--- config.mk ---
export PLATFORM = sky130hd
export DESIGN_NAME = updown_counter_pro
export DESIGN_NICKNAME = d
export VERILOG_FILES = /design/src/rtl/udc_pkg.sv /design/src/rtl/udc_prescaler.sv /design/src/rtl/updown_counter_pro.sv
export SDC_FILE = /design/constraint.sdc
export NUM_CORES = 1
export LEC_CHECK = 0
export BUFFER_PORTS_ARGS = -buffer_cell sky130_fd_sc_hd__buf_2
export CORE_MARGIN = 2
export CORE_UTILIZATION = 56
export CTS_CLUSTER_DIAMETER = 120
export DETAILED_ROUTE_END_ITERATION = 16
export PLACE_DENSITY = 0.88
export SETUP_SLACK_MARGIN = 0.1
export SLEW_MARGIN = 40
export SYNTH_ARGS = -nofsm -noshare
export SYNTH_HDL_FRONTEND = slang
export SYNTH_HIERARCHICAL = 1
export SYNTH_SLANG_ARGS = --single-unit
--- constraint.sdc ---
create_clock -name clk -period 3.9 [get_ports clk]
set_input_delay 0.39 -clock clk [delete_from_list [all_inputs] [get_ports clk]]
set_output_delay 0.39 -clock clk [all_outputs]
set_load 0.005 [all_outputs]
--- src/rtl/udc_pkg.sv ---
// Shared types and constants for the up/down counter: FSM state encoding and
// the up_down direction values.
package udc_pkg;

    localparam logic [1:0] ST_IDLE_ENC = 2'd0;
    localparam logic [1:0] ST_RUN_ENC  = 2'd1;
    localparam logic [1:0] ST_HOLD_ENC = 2'd2;

    typedef enum logic [1:0] {
        ST_IDLE = ST_IDLE_ENC,
        ST_RUN  = ST_RUN_ENC,
        ST_HOLD = ST_HOLD_ENC
    } udc_state_t;

    localparam logic UDC_UP   = 1'b1;
    localparam logic UDC_DOWN = 1'b0;

endpackage

--- src/rtl/udc_prescaler.sv ---
// Tick divider for the up/down counter: one tick every PRESCALE enabled cycles.
// Built into the counter only when UDC_PRESCALE_EN is defined.
module udc_prescaler #(
    parameter int PRESCALE = 4
) (
    input  logic clk,
    input  logic rst,
    input  logic clr,
    input  logic en,
    output logic tick
);

    localparam int CW = (PRESCALE > 1) ? $clog2(PRESCALE) : 1;
    localparam logic [CW-1:0] LAST = CW'(PRESCALE - 1);

    logic [CW-1:0] cnt;

    // Holds its phase while disabled so a HOLD does not lose partial progress.
    always_ff @(posedge clk) begin
        if (rst || clr) begin
            cnt <= '0;
        end else if (en) begin
            cnt <= (cnt == LAST) ? '0 : cnt + CW'(1);
        end
    end

    assign tick = en && (cnt == LAST);

endmodule

--- src/rtl/updown_counter_pro.sv ---
// Up/down counter with run/hold FSM, parallel load, modulus MAX_VAL, wrap or
// saturate mode and a terminal-count pulse. Optional macro: UDC_PRESCALE_EN.
module updown_counter_pro
    import udc_pkg::*;
#(
    parameter int WIDTH    = 7,
    parameter int MAX_VAL  = 127,
    parameter int STEP     = 1,
    parameter int PRESCALE = 4
) (
    input  logic             clk,
    input  logic             rst,
    input  logic             start,
    input  logic             stop,
    input  logic             load,
    input  logic [WIDTH-1:0] load_val,
    input  logic             up_down,
    input  logic             sat_mode,
    output logic [WIDTH-1:0] count,
    output logic             running,
    output logic             tc
);

    localparam int XW = WIDTH + 1;
    localparam logic [XW-1:0]    STEP_X = XW'(STEP);
    localparam logic [XW-1:0]    MAX_X  = XW'(MAX_VAL);
    localparam logic [XW-1:0]    MOD_X  = XW'(MAX_VAL + 1);
    localparam logic [WIDTH-1:0] MAX_W  = WIDTH'(MAX_VAL);

    udc_state_t       state, state_next;
    logic             tick;
    logic             tc_next;
    logic [WIDTH-1:0] count_next;
    logic [XW-1:0]    count_x;
    logic [XW-1:0]    load_x;
    logic [XW-1:0]    sum_x;

    always_ff @(posedge clk) begin
        if (rst) begin
            state <= ST_IDLE;
        end else begin
            state <= state_next;
        end
    end

    // stop dominates start, so a simultaneous request never enters RUN.
    always_comb begin
        state_next = state;
        case (state)
            ST_IDLE, ST_HOLD: if (start && !stop) state_next = ST_RUN;
            ST_RUN:           if (stop) state_next = ST_HOLD;
            default:          state_next = ST_IDLE;
        endcase
    end

`ifdef UDC_PRESCALE_EN
    logic enter_run;
    logic pre_tick;

    assign enter_run = (state != ST_RUN) && (state_next == ST_RUN);

    udc_prescaler #(
        .PRESCALE(PRESCALE)
    ) u_prescaler (
        .clk  (clk),
        .rst  (rst),
        .clr  (load || enter_run),
        .en   (state == ST_RUN),
        .tick (pre_tick)
    );

    assign tick = (state == ST_RUN) && !load && pre_tick;
`else
    assign tick = (state == ST_RUN) && !load;
`endif

    assign count_x = {1'b0, count};
    assign load_x  = {1'b0, load_val};
    assign sum_x   = count_x + STEP_X;

    // One extra bit of headroom keeps count+STEP and count+MAX_VAL+1 exact.
    always_comb begin
        count_next = count;
        tc_next    = 1'b0;
        if (load) begin
            count_next = (load_x > MAX_X) ? MAX_W : load_val;
        end else if (tick) begin
            if (up_down == UDC_UP) begin
                if (sum_x <= MAX_X) begin
                    count_next = WIDTH'(sum_x);
                end else begin
                    tc_next    = 1'b1;
                    count_next = sat_mode ? MAX_W : WIDTH'(sum_x - MOD_X);
                end
            end else begin
                if (count_x >= STEP_X) begin
                    count_next = WIDTH'(count_x - STEP_X);
                end else begin
                    tc_next    = 1'b1;
                    count_next = sat_mode ? '0 : WIDTH'(count_x + MOD_X - STEP_X);
                end
            end
        end
    end

    always_ff @(posedge clk) begin
        if (rst) begin
            count   <= '0;
            running <= 1'b0;
            tc      <= 1'b0;
        end else begin
            count   <= count_next;
            running <= (state_next == ST_RUN);
            tc      <= tc_next;
        end
    end

    if (STEP < 1 || STEP > MAX_VAL || MAX_VAL > (2**WIDTH - 1) || PRESCALE < 1) begin : g_param_check
        $error("updown_counter_pro: illegal WIDTH/MAX_VAL/STEP/PRESCALE combination");
    end

endmodule

Word-level counts from Yosys, hierarchy flattened

Cells that the tools add are included.

Output and inout bits: 9
Input bits: 14
Logic and storage cells: 38
Register bits after elaboration: 11

Bitwise logic cells: 1
Equal/unequal tests: 3
Add/subtract/negate cells: 5
Reductions and logical operators: 8
Multiplexer cells: 14
$lt $le $gt $ge: 3

Operator list:

| cell                | number |
|---|---|
| $mux 7              | 8 |
| $sub 7x1->7 const B | 3 |
| $add 7x1->8 const B | 1 |
| $le 8x7->1 const B  | 1 |
| $add 7x1->7 const B | 1 |
| $ge 7x1->1 const B  | 1 |
| $gt 7x7->1 const B  | 1 |
| $eq 2x1->1 const B  | 2 |
| $mux 2              | 2 |
| $pmux 2 s2          | 1 |
| $mux 1              | 3 |
| $reduce_or 3->1     | 1 |
| $eq 2x2->1 const B  | 1 |
| $logic_and 1x1->1   | 2 |
| $logic_not 1->1     | 2 |
| $logic_not 2->1     | 1 |
| $reduce_bool 2->1   | 1 |
| $reduce_or 2->1     | 1 |
| $not 1->1           | 1 |

Logic depth before layout (Yosys ltp)

Depth in word-level cells: 7
Gate-level depth with buffers: 7
Gate-level depth less buffers: 6

Worst setup path before layout

No wires, ideal clock.

Path type: register to register
From: reg count[1]
To: reg count[5]
Setup slack: 2.294 ns
Library setup time: 0.088 ns
Data required time: 3.812 ns
Period minus slack after synthesis: 1.606 ns
Buffers on the path: 1
Arrival: 1.518 ns
Cell stages (with the launch flop): 8
Cells stage by stage: dfxtp_1 -> buf_2 -> inv_1 -> ha_1 -> or4b_1 -> nand4_1 -> o211ai_1 -> o32ai_2

Cells in the longest elaborated chain, start to end: 7
Elaborated cells on any way between the ends: 14
Those cells by class: add/sub: 5; order compare: 2; mux: 7

RTL lines:

| what                                              | line                                                | RTL |
|---|---|---|
| start, declared                                   | updown_counter_pro.sv:19                            | `output logic [WIDTH-1:0] count,` |
| start signal, assigned                            | updown_counter_pro.sv:112                           | `count <= count_next;` |
| $add 7x1->7 / $add 7x1->8 (equally long branches) | updown_counter_pro.sv:100, updown_counter_pro.sv:79 |  |
| $sub 7x1->7 (on tied branches)                    | updown_counter_pro.sv:100, updown_counter_pro.sv:93 |  |
| $mux 7 (on tied branches)                         | updown_counter_pro.sv:100, updown_counter_pro.sv:93 |  |
| $mux 7 (on tied branches)                         | updown_counter_pro.sv:96, updown_counter_pro.sv:89  |  |
| $mux 7 (*)                                        | updown_counter_pro.sv:88                            | `if (up_down == UDC_UP) begin` |
| $mux 7 (*)                                        | updown_counter_pro.sv:87                            | `end else if (tick) begin` |
| $mux 7 (*)                                        | updown_counter_pro.sv:85                            | `if (load) begin` |

Every way passes the cells marked *; elsewhere a longest branch is shown, timed or not. The select of a mux whose other input is x is not followed.
A chain may end at the register's enable or synchronous reset.

Final worst setup path

From: reg count[0]
To: reg count[5]

The elaborated chain is that of the path after synthesis.

==> results.txt <==
----------------------------------------------------
[Timing]
  Worst Max-Slew Pin Slew ... 0.401 ns
  Final setup violation count ... 0
  Number of endpoints with negative hold slack in the final report ... 0
  Max transition margin ... 0.731
  Ratio of final minimum period to clock period ... 0.444
  Aggregate negative setup slack ... 0 ns
  Final Worst Setup Slack ... 2.17 ns
  Final Critical Period ... 1.73 ns
  Setup repair after global routing missed its margin ... false
  Fmax ... 578 MHz
  Pins Over Slew Limit ... 0
  Skew final ... 0.00776 ns

[Global route]
  First-pass GRT wire length ... 4.04 mm
  Largest net degree at the start of global routing ... 21
  Via count of the first global-routing pass ... 873
  Initial antenna violation count ... 0
  Aggregate global-route resource usage ... 0.274
  Total overflow reported by the global router ... 0

[Detailed routing]
  Via count ... 1008
  Routed vias/inst ... 6.55
  First-pass iteration count of the detailed router ... 4
  Sum of routed wire length over all layers ... 2.38 mm
  Routed len/inst ... 15.4 um
  Number of nets with antenna violations after routing ... 0
  Drc violations ... 0
  Detailed Route Iter0 Violations ... 55

[Clocking]
  CTS tree ... built
  Latest clock arrival within the worst-skew pair ... 0.28 ns
  TritonCTS sink count ... 11
  Setup Fix Bufs, Post-CTS ... 0
  TritonCTS Buffers ... 3
  Number of buffers on the longest clock path ... 2
  Clock root cell ... clkbuf_4
  Number of levels in the clock H-tree ... 1
  Post-cts repair resize count ... 0
  Total of hold buffers inserted after clock tree synthesis ... 0
  Clock-pin slew of the registers on the worst-case setup and hold paths ... 0.08 ns

[Critical path]
  Largest driver fanout on the critical path ... 11
  Worst Reg-to-Reg Cells ... 5
  Terminus of the critical flop-to-flop path ... count[5]
  Data arrival at the endpoint of the critical path ... 1.92 ns
  Critical path buffer and inverter count ... 0
  R2R setup slack ... 2.17 ns
  Data required time of the worst path ... 4.09 ns
  Delay contributed by the slowest stage of the critical path ... 0.52 ns
  Category of the critical setup timing path ... reg2reg
  Sort of element at the start of the critical path ... flop
  Worst-path cell chain ... ha_1 > or4b_1 > nand4_1 > o211ai_1 > o32ai_2
  Family with the most delay on the worst path ... simple AND/OR/NAND/NOR gates
  Crit path max-delay cell type ... dfxtp_1
  Worst Setup End Kind ... flop
  Reg2reg start ... count[0]

[Synthesis]
  Post-synthesis cell type with the largest combined area ... dfxtp_1
  Main flop type after synthesis ... dfxtp_1
  Biggest area contributors in the synthesized netlist ... dfxtp_1 (23%), clkbuf_8 (7.2%), a21oi_1 (5.7%)
  Post-synthesis async set-or-reset flop share ... 0
  Distinct cell type count after synthesis ... 41
  Mean instance size in the synthesized netlist ... 7.86 sq um
  Area of the mapped netlist ... 958 sq um
  Syn nets ... 139
  Portion of the post-synthesis area used by sequential elements ... 0.230
  Total of warnings raised by yosys ... 6
  Area fraction of the dominant cell type after synthesis ... 0.230
  Number of register bits inferred by synthesis ... 11
  Number of synthesized flops with an enable pin ... 0
  Synthesized instance count ... 122

[Floorplanning]
  Placement Rows ... 14
  Top-level port count ... 23
  Placeable core area ... 0.00156 sq mm
  Starting Density ... 0.615
  Full die area ... 0.00206 sq mm
  Die extent in y ... 45.4 um
  Die W ... 45.4 um

[Outcome]
  Run status ... completed

[Min path]
  Endpoint, Worst Hold ... running
  Hold path depth ... 2
  Worst hold path type ... in2reg
  Min-delay src ... stop

[Pwr]
  Leakage power of the design ... 0.000444 uW
  Total power per unit cell area ... 299 mW/mm^2
  VDD IR max ... 0.000237 V

[Final layout]
  Commonest non-fill, non-tap cell in the layout ... buf_2
  Fraction of layout cells with a size suffix above 1 ... 0.246
  Area occupied by multi-input gates ... 601 sq um
  Area taken by flip-flops and latches ... 220 sq um
  Final std cell area, no fill ... 0.00101 sq mm
  Share of the core filled with cells in the final layout ... 0.651
  Post-layout instance count excluding filler cells ... 154
  Filler Cells Inserted ... 132
  N_diodes ... 0
  Final #Nets ... 156
  Top library cells by usage in the layout, fill and taps aside ... buf_2 (22), a21oi_1 (11), dfxtp_1 (11)
  Area growth, synth to finish ... 5.87%

[Placed design]
  Post-Place Cells ... 150
  Number of I/O port buffers ... 22
  Placed Instance Area ... 988 sq um
  HPWL Detailed ... 1.71 mm
  Global placer's final weighted congestion ... 0.905
  Placement-stage worst setup slack ... 2.20 ns

[Flow run]
  Number of max-cap violations ... 0

----------------------------------------------------
==> per-stage QoR <==
step / total power, uW / hold slack [ns]
6_report: 303 / 0.322
5_1_grt: 324 / 0.316
4_1_cts: 302 / 0.321
3_5_place_dp: 221 / 0.517
3_3_place_gp: 219 / 0.496
2_1_floorplan: 204 / 0.469
==> sequential cells by signal (all words and copies together) (netlist names) <==
register / flops
count: 7
state: 2
running: 1
tc: 1
==> final cells by class <==
type	count	share of cell area
tap	16	0.0197
timing repair buffer	22	0.109
sequential	11	0.217
multi-input combinational	91	0.592
clock buffer	4	0.0259
inverter	10	0.0370
==> worst max-delay path by stage <==
| stage | cells after the start | endpoint | startpoint |
|---|---|---|---|
| 3_5_place_dp | 5 | count[5] | count[0] |
| 2_1_floorplan | 7 | count[5] | count[1] |
| 4_1_cts | 5 | count[5] | count[0] |
| 3_3_place_gp | 6 | count[0] | count[1] |
| 6_report | 5 | count[5] | count[0] |
| 5_1_grt | 6 | count[0] | count[1] |
==> cell families (layout without fill, tap and decap cells) <==
kind of cell | count (synthesis) | after routing | synth area share
adders and majority gates | 3 | 3 | 0.0392
AOI/OAI and AO/OA | 38 | 38 | 0.277
DFF | 11 | 11 | 0.230
xor gates and xnor gates | 4 | 4 | 0.0366
buffers and inverters | 20 | 36 | 0.144
and+or+nand+nor | 46 | 46 | 0.274
==> report_power, final <==
group | internal, uW | total [uW] | switching, uW | leakage [uW]
Sequential | 119 | 135 | 15.9 | 0.0000904
Combinational | 38.5 | 86.1 | 47.6 | 0.000339
Clock | 39.7 | 81.8 | 42.2 | 0.0000150
Total | 197 | 303 | 106 | 0.000444
==> Yosys cell counts (2+ instances only) <==
cell type,n
a21oi_1,11
dfxtp_1,11
inv_1,10
nand2_1,8
nor2_1,8
nor3_1,7
a31oi_1,5
clkbuf_8,5
nand3_1,5
a22oi_1,4
nand4_1,4
o31ai_1,4
buf_2,3
ha_1,3
o211ai_1,3
xor2_1,3
a211oi_1,2
a311oi_1,2
nand2b_1,2
==> routing by layer <==
layer / GRT usage / vias to the layer above / routed length, um
met2: 0.429 / 54 / 1100
li1: - / 485 / -
met5: 0 / - / 0
met3: 0.0873 / 8 / 231
met1: 0.356 / 461 / 1000
met4: 0.0882 / 0 / 44
Power figures use the tool's default switching activity.
